**src/rtl/switch_conf_writer_if.sv**
```systemverilog
// Handshake and bus bundle between the host config loader and switch_conf_writer.
// The host drives the master modport; the writer uses the slave modport.
interface switch_conf_writer_if #(
  parameter int ADDR_WIDTH = 8,
  parameter int DATA_WIDTH = 32
);
  logic                  cmd_valid;
  logic                  cmd_ready;
  logic [11:0]           cmd_switch;
  logic [2:0]            cmd_thread;
  logic [ADDR_WIDTH-1:0] cmd_count;
  logic [ADDR_WIDTH-1:0] cmd_loop;
  logic                  data_valid;
  logic                  data_ready;
  logic [DATA_WIDTH-1:0] data_in;
  logic [63:0]           conf_bus_out;
  logic                  busy;
  logic                  done;

  modport master (
    output cmd_valid, cmd_switch, cmd_thread, cmd_count, cmd_loop,
    output data_valid, data_in,
    input  cmd_ready, data_ready, conf_bus_out, busy, done
  );

  modport slave (
    input  cmd_valid, cmd_switch, cmd_thread, cmd_count, cmd_loop,
    input  data_valid, data_in,
    output cmd_ready, data_ready, conf_bus_out, busy, done
  );
endinterface

```
**src/rtl/switch_conf_writer.sv**
```systemverilog
// Serialises one program-load command plus its config words into PC_MAX, PC_LOOP and NET_MEM packets.
// Optional macro CONF_WRITER_PARITY_EN: bit 62 carries even parity over the packet.
module switch_conf_writer #(
  parameter int ADDR_WIDTH = 8,
  parameter int DATA_WIDTH = 32
) (
  input logic                  clk_i,
  input logic                  rst_ni,
  switch_conf_writer_if.slave  bus_if
);

  typedef enum logic [1:0] {
    S_IDLE = 2'd0,
    S_MAX  = 2'd1,
    S_LOOP = 2'd2,
    S_MEM  = 2'd3
  } state_e;

  localparam logic [1:0] PKT_PC_MAX  = 2'd1;
  localparam logic [1:0] PKT_PC_LOOP = 2'd2;
  localparam logic [1:0] PKT_NET_MEM = 2'd3;

  state_e                state_q;
  logic                  armed_q;
  logic [11:0]           switch_q;
  logic [2:0]            thread_q;
  logic [ADDR_WIDTH-1:0] count_q;
  logic [ADDR_WIDTH-1:0] loop_q;
  logic [ADDR_WIDTH-1:0] addr_q;
  logic                  busy_q;
  logic                  done_q;
  logic [63:0]           bus_q;

  logic cmd_fire_d;
  logic data_fire_d;
  logic last_word_d;
  logic addr_max_d;

  function automatic logic [63:0] make_pkt(
    input logic [1:0]  typ,
    input logic [11:0] sw,
    input logic [2:0]  th,
    input logic [12:0] addr,
    input logic [31:0] data
  );
    logic [63:0] p;
    p = {1'b1, 1'b0, typ, sw, th, addr, data};
`ifdef CONF_WRITER_PARITY_EN
    p[62] = ^p[61:0];
`endif
    return p;
  endfunction

  // armed_q keeps cmd_ready low for the whole reset and releases it on the first clock after.
  assign bus_if.cmd_ready    = armed_q && (state_q == S_IDLE);
  assign bus_if.data_ready   = (state_q == S_MEM);
  assign bus_if.conf_bus_out = bus_q;
  assign bus_if.busy         = busy_q;
  assign bus_if.done         = done_q;

  assign cmd_fire_d  = bus_if.cmd_valid && bus_if.cmd_ready;
  assign data_fire_d = bus_if.data_valid && bus_if.data_ready;
  assign last_word_d = (addr_q == count_q);
  assign addr_max_d  = (addr_q == {ADDR_WIDTH{1'b1}});

  always_ff @(posedge clk_i or negedge rst_ni) begin
    if (!rst_ni) begin
      state_q  <= S_IDLE;
      armed_q  <= 1'b0;
      switch_q <= '0;
      thread_q <= '0;
      count_q  <= '0;
      loop_q   <= '0;
      addr_q   <= '0;
      busy_q   <= 1'b0;
      done_q   <= 1'b0;
      bus_q    <= '0;
    end else begin
      armed_q <= 1'b1;
      done_q  <= 1'b0;
      bus_q   <= '0;
      case (state_q)
        S_IDLE: begin
          if (cmd_fire_d) begin
            switch_q <= bus_if.cmd_switch;
            thread_q <= bus_if.cmd_thread;
            count_q  <= bus_if.cmd_count;
            loop_q   <= bus_if.cmd_loop;
            addr_q   <= '0;
            busy_q   <= 1'b1;
            state_q  <= S_MAX;
          end
        end
        S_MAX: begin
          bus_q   <= make_pkt(PKT_PC_MAX, switch_q, thread_q, 13'd0, 32'(count_q));
          state_q <= S_LOOP;
        end
        S_LOOP: begin
          bus_q   <= make_pkt(PKT_PC_LOOP, switch_q, thread_q, 13'd0, 32'(loop_q));
          state_q <= S_MEM;
        end
        S_MEM: begin
          if (data_fire_d) begin
            bus_q <= make_pkt(PKT_NET_MEM, switch_q, thread_q, 13'(addr_q), 32'(bus_if.data_in));
            if (last_word_d) begin
              done_q  <= 1'b1;
              busy_q  <= 1'b0;
              state_q <= S_IDLE;
            end else if (!addr_max_d) begin
              // Saturate rather than wrap; an all-ones count ends the transfer here anyway.
              addr_q <= addr_q + 1'b1;
            end
          end
        end
        default: begin
          state_q <= S_IDLE;
          busy_q  <= 1'b0;
        end
      endcase
    end
  end

endmodule
```
**src/flat_wrapper.sv**
```systemverilog
// flat-port wrapper written by rule: the top's interface ports become plain ports
module switch_conf_writer_flat 
#(
  parameter int ADDR_WIDTH = 8,
  parameter int DATA_WIDTH = 32
)
  (clk_i, rst_ni, bus_if_cmd_valid, bus_if_cmd_switch, bus_if_cmd_thread, bus_if_cmd_count, bus_if_cmd_loop, bus_if_data_valid, bus_if_data_in, bus_if_cmd_ready, bus_if_data_ready, bus_if_conf_bus_out, bus_if_busy, bus_if_done);
  switch_conf_writer_if #(.ADDR_WIDTH(ADDR_WIDTH), .DATA_WIDTH(DATA_WIDTH)) bus_if_i ();
  input logic clk_i;
  input logic rst_ni;
  input wire logic [$bits(bus_if_i.cmd_valid)-1:0] bus_if_cmd_valid;
  input wire logic [$bits(bus_if_i.cmd_switch)-1:0] bus_if_cmd_switch;
  input wire logic [$bits(bus_if_i.cmd_thread)-1:0] bus_if_cmd_thread;
  input wire logic [$bits(bus_if_i.cmd_count)-1:0] bus_if_cmd_count;
  input wire logic [$bits(bus_if_i.cmd_loop)-1:0] bus_if_cmd_loop;
  input wire logic [$bits(bus_if_i.data_valid)-1:0] bus_if_data_valid;
  input wire logic [$bits(bus_if_i.data_in)-1:0] bus_if_data_in;
  output wire logic [$bits(bus_if_i.cmd_ready)-1:0] bus_if_cmd_ready;
  output wire logic [$bits(bus_if_i.data_ready)-1:0] bus_if_data_ready;
  output wire logic [$bits(bus_if_i.conf_bus_out)-1:0] bus_if_conf_bus_out;
  output wire logic [$bits(bus_if_i.busy)-1:0] bus_if_busy;
  output wire logic [$bits(bus_if_i.done)-1:0] bus_if_done;
  assign bus_if_i.cmd_valid = bus_if_cmd_valid;
  assign bus_if_i.cmd_switch = bus_if_cmd_switch;
  assign bus_if_i.cmd_thread = bus_if_cmd_thread;
  assign bus_if_i.cmd_count = bus_if_cmd_count;
  assign bus_if_i.cmd_loop = bus_if_cmd_loop;
  assign bus_if_i.data_valid = bus_if_data_valid;
  assign bus_if_i.data_in = bus_if_data_in;
  assign bus_if_cmd_ready = bus_if_i.cmd_ready;
  assign bus_if_data_ready = bus_if_i.data_ready;
  assign bus_if_conf_bus_out = bus_if_i.conf_bus_out;
  assign bus_if_busy = bus_if_i.busy;
  assign bus_if_done = bus_if_i.done;
  switch_conf_writer #(.ADDR_WIDTH(ADDR_WIDTH), .DATA_WIDTH(DATA_WIDTH)) u_core (.clk_i(clk_i), .rst_ni(rst_ni), .bus_if(bus_if_i));
endmodule
```
**config.mk**
```make
export PLATFORM = sky130hd
export DESIGN_NAME = switch_conf_writer_flat
export DESIGN_NICKNAME = d
export VERILOG_FILES = /design/src/rtl/switch_conf_writer_if.sv /design/src/rtl/switch_conf_writer.sv /design/src/flat_wrapper.sv
export SDC_FILE = /design/constraint.sdc
export NUM_CORES = 1
export LEC_CHECK = 0
export CAP_MARGIN = 5
export CELL_PAD_IN_SITES_DETAIL_PLACEMENT = 1
export CELL_PAD_IN_SITES_GLOBAL_PLACEMENT = 2
export CORE_MARGIN = 2
export CORE_UTILIZATION = 32
export CTS_CLUSTER_DIAMETER = 30
export CTS_CLUSTER_SIZE = 24
export DETAILED_ROUTE_END_ITERATION = 8
export GPL_ROUTABILITY_DRIVEN = 1
export HOLD_SLACK_MARGIN = 0.03
export PLACE_DENSITY = 0.95
export SYNTH_ARGS = -nofsm -noshare
export SYNTH_HDL_FRONTEND = slang
export SYNTH_SLANG_ARGS = --single-unit
```
**constraint.sdc**
```tcl
create_clock -name clk_i -period 3.5 [get_ports clk_i]
set_input_delay 0.7 -clock clk_i [delete_from_list [all_inputs] [get_ports clk_i]]
set_output_delay 0.7 -clock clk_i [all_outputs]
set_load 0.05 [all_outputs]
```
==> impl_results.html <==
<table>
<tr><th>Metric</th><th>Value</th></tr>
<tr><th colspan="2">Status</th></tr>
<tr><td>Outcome</td><td>finished clean</td></tr>
<tr><th colspan="2">Power and ir drop</th></tr>
<tr><td>Peak supply drop</td><td>0.330 mV</td></tr>
<tr><td>Static Leak</td><td>0.00261 uW</td></tr>
<tr><td>Power density over cell area</td><td>812 nW/um^2</td></tr>
<tr><th colspan="2">STA</th></tr>
<tr><td>Number of setup violations in the final report</td><td>0</td></tr>
<tr><td>Layout Skew</td><td>9.29 ps</td></tr>
<tr><td>Setup TNS</td><td>0 ps</td></tr>
<tr><td>Final Worst Setup Slack</td><td>365 ps</td></tr>
<tr><td>Max-slew violation count</td><td>0</td></tr>
<tr><td>Worst Max-Slew Pin Slew</td><td>752 ps</td></tr>
<tr><td>Final hold vios</td><td>0</td></tr>
<tr><td>Slew headroom</td><td>49.6%</td></tr>
<tr><td>Period utilization</td><td>89.6%</td></tr>
<tr><td>Post-layout min period</td><td>3140 ps</td></tr>
<tr><td>Final-layout worst hold slack</td><td>396 ps</td></tr>
<tr><td>Unrepaired setup endpoints after global routing</td><td>no</td></tr>
<tr><td>Maximum frequency from static timing analysis</td><td>319 MHz</td></tr>
<tr><th colspan="2">Yosys</th></tr>
<tr><td>Xor/xnor cell area share of the yosys netlist</td><td>1.71%</td></tr>
<tr><td>Avg Synthesized Cell Area</td><td>13.2 sq um</td></tr>
<tr><td>Compound-cell area share of the yosys netlist</td><td>7.15%</td></tr>
<tr><td>Flip-flop and latch count after synthesis</td><td>102</td></tr>
<tr><td>Sequential-to-total area share from yosys stat</td><td>62.3%</td></tr>
<tr><td>Synth warnings</td><td>0</td></tr>
<tr><td>Unique cell type count in the Yosys netlist</td><td>41</td></tr>
<tr><td>Synthesized instance count</td><td>310</td></tr>
<tr><td>Count of flip-flops with a built-in enable after synthesis</td><td>0</td></tr>
<tr><td>Post-synthesis share of cell area spent on and, or, nand and nor gates</td><td>13.9%</td></tr>
<tr><td>Share of cell area taken by muxes after synthesis</td><td>9.32%</td></tr>
<tr><td>Main combinational cell family by area after synthesis</td><td>simple AND/OR/NAND/NOR gates</td></tr>
<tr><td>Adder and majority cell fraction of the synthesized area</td><td>1.83%</td></tr>
<tr><td>Asr flop ratio synth</td><td>100%</td></tr>
<tr><td>Area of the mapped netlist</td><td>4090 sq um</td></tr>
<tr><td>Commonest register cell after synthesis</td><td>dfrtp_1</td></tr>
<tr><th colspan="2">Layout</th></tr>
<tr><td>Antenna diode count</td><td>0</td></tr>
<tr><td>Number of cells in the finished layout apart from fillers</td><td>611</td></tr>
<tr><td>Net total in the final layout</td><td>508</td></tr>
<tr><td>Layout-stage area growth over the synthesis result</td><td>42.1%</td></tr>
<tr><td>Layout cells sized above 1</td><td>15.0%</td></tr>
<tr><td>Most frequent cells in the layout</td><td>127 x clkdlybuf4s50_1, 102 x dfrtp_1, 48 x and2_1</td></tr>
<tr><td>Fin util</td><td>46.3%</td></tr>
<tr><td>Most frequent standard cell in the layout excluding fill and tap cells</td><td>clkdlybuf4s50_1</td></tr>
<tr><th colspan="2">Setup path</th></tr>
<tr><td>Critical Path Start Type</td><td>flop</td></tr>
<tr><td>Crit path buffers/inverters</td><td>1</td></tr>
<tr><td>Reg-to-reg setup timing slack</td><td>990 ps</td></tr>
<tr><td>CP max FO</td><td>20</td></tr>
<tr><td>WP data required</td><td>2800 ps</td></tr>
<tr><td>Endpoint type of the worst setup path</td><td>output pin</td></tr>
<tr><td>Delay contributed by the slowest stage of the critical path</td><td>960 ps</td></tr>
<tr><td>CP top delay family</td><td>buffers and inverters</td></tr>
<tr><td>Cell-by-cell trace of the critical path</td><td>ha_1, clkdlybuf4s50_1</td></tr>
<tr><td>Worst Path Class, Setup</td><td>reg2out</td></tr>
<tr><td>Slowest-stage cell, CP</td><td>clkdlybuf4s50_1</td></tr>
<tr><td>Crit path arrival time</td><td>2440 ps</td></tr>
<tr><th colspan="2">Global routing</th></tr>
<tr><td>Number of global-route vias before repair</td><td>3048</td></tr>
<tr><td>GRT Resource Usage Total</td><td>15.3%</td></tr>
<tr><td>Largest net degree at the start of global routing</td><td>58</td></tr>
<tr><td>Global-route wire length before repair</td><td>15.7 mm</td></tr>
<tr><td>Initial antenna violation count</td><td>0</td></tr>
<tr><td>Sum of overflow across all layers after global routing</td><td>0</td></tr>
<tr><th colspan="2">Placed design</th></tr>
<tr><td>Half-perimeter wire length after placement</td><td>7.25 mm</td></tr>
<tr><td>Setup slack after placement</td><td>709 ps</td></tr>
<tr><td>Global placer's final weighted congestion</td><td>0.739</td></tr>
<tr><td>Placed cells</td><td>596</td></tr>
<tr><td>Input/output buffers</td><td>128</td></tr>
<tr><th colspan="2">Routing</th></tr>
<tr><td>Final Routed Wirelength</td><td>9.96 mm</td></tr>
<tr><td>Total via count in the routed design</td><td>2818</td></tr>
<tr><td>Mean routed wirelength per cell</td><td>16.3 um</td></tr>
<tr><td>DR pass1 iterations</td><td>4</td></tr>
<tr><td>Count of nets left with antenna violations after detail routing</td><td>0</td></tr>
<tr><td>Drt via density</td><td>4.61</td></tr>
<tr><td>DRC</td><td>0</td></tr>
<tr><td>Iteration-0 DRC count of the detailed router</td><td>154</td></tr>
<tr><th colspan="2">Floorplanning</th></tr>
<tr><td>Floorplan die height</td><td>117 um</td></tr>
<tr><td>CORE AREA</td><td>12600 sq um</td></tr>
<tr><td>DIE AREA</td><td>13700 sq um</td></tr>
<tr><td>I/O pin count</td><td>135</td></tr>
<tr><td>Row cnt</td><td>41</td></tr>
<tr><td>Starting density of the core</td><td>32.6%</td></tr>
<tr><td>Die width</td><td>117 um</td></tr>
<tr><th colspan="2">Worst hold path</th></tr>
<tr><td>Worst min path class</td><td>in2async</td></tr>
<tr><th colspan="2">Clock network</th></tr>
<tr><td>Gates resized, CTS repair</td><td>0</td></tr>
<tr><td>Clock Path Buffers</td><td>2</td></tr>
<tr><td>Clk_lat worst skew</td><td>350 ps</td></tr>
<tr><td>Clock tree from TritonCTS</td><td>done</td></tr>
<tr><td>Num CTS Buffers</td><td>9</td></tr>
<tr><td>H-tree depth reported by CTS</td><td>3</td></tr>
<tr><td>Post-CTS Setup Inserts</td><td>0</td></tr>
<tr><td>CTS sink cnt</td><td>102</td></tr>
<tr><td>Reg clk slew, reported paths</td><td>70 ps</td></tr>
<tr><td>Number of hold buffers added after cts</td><td>0</td></tr>
<tr><td>Clock tree root driver cell</td><td>clkbuf_16</td></tr>
<tr><th colspan="2">Flow run</th></tr>
<tr><td>Number of maximum-capacitance violations</td><td>0</td></tr>
</table>
## cell type report
cell class	instances	area, sq um
Clock inverter	4	47.5
Tap cell	172	215
Inverter	4	15.0
Multi-Input combinational cell	185	1420
Fill cell	1294	6750
Clock buffer	11	243
Timing Repair Buffer	133	1330
Sequential cell	102	2550
## cell families (layout without fill, tap and decap cells)
| kind of cell | after synthesis | in the layout |
|---|---|---|
| XOR/XNOR | 8 | 8 |
| adder cells (fa/ha/maj) | 6 | 6 |
| AO/OA/AOI/OAI | 33 | 33 |
| flip-flops | 102 | 102 |
| multiplexers | 34 | 34 |
| other | 2 | 7 |
| AND/OR/NAND/NOR | 97 | 97 |
| buffers and inverters | 28 | 152 |
## cell usage after synthesis (all sizes together), types with 4 or more instances
cell    instances  area [sq um]
mux2           33           372
o21ai           5          25.0
clkbuf         12          45.0
nand2          16          60.1
inv             4          15.0
and3            6          41.3
xor2            8          70.1
a222oi          8          80.1
buf            12          85.1
dfrtp         102          2550
nor2           13          48.8
and2           50           317
ha              6          75.1
## final timing paths
| path | cells after the start | from | to |
|---|---|---|---|
| min | 1 | rst_ni | u_core.bus_if.conf_bus_out[51] |
| max in group asynchronous | 2 | rst_ni | u_core.bus_if.conf_bus_out[30] |
| max reg2reg | 5 | u_core.state_q[1] | u_core.bus_if.conf_bus_out[39] |
| max | 2 | u_core.state_q[1] | bus_if_data_ready |
| min reg2reg | 1 | u_core.switch_q[4] | u_core.bus_if.conf_bus_out[52] |
| min in group clk_i | 1 | u_core.switch_q[4] | u_core.bus_if.conf_bus_out[52] |
## through the flow
step	power, uW	instance area (sq um)
5_1_grt	5010	5820
3_3_place_gp	3690	5530
6_report	4720	5820
3_5_place_dp	3780	5530
2_1_floorplan	3100	4110
4_1_cts	4790	5820
## metal layers
layer,GRT usage (%),vias up,routed length [um]
li1,-,1295,-
met1,17.8,1418,4040
met2,26.7,93,5160
met3,3.91,12,564
met4,6.90,0,190
met5,0,-,0
## flip-flops by register name (all words and copies together), names as in the netlist
signal / flops
u_core.switch_q: 12
u_core.loop_q: 8
u_core.state_q: 2
u_core.armed_q: 1
u_core.count_q: 8
u_core.bus_if.busy: 1
u_core.bus_if.conf_bus_out: 58
u_core.thread_q: 3
u_core.addr_q: 8
u_core.bus_if.done: 1
## power breakdown
group	internal, uW	leakage [uW]	total, uW	switching (uW)
registers	1540	0.00133	1780	236
clock network	568	0.000141	991	424
logic	783	0.00114	1950	1170
total	2890	0.00261	4720	1830
(Power assumes the default switching activity.)
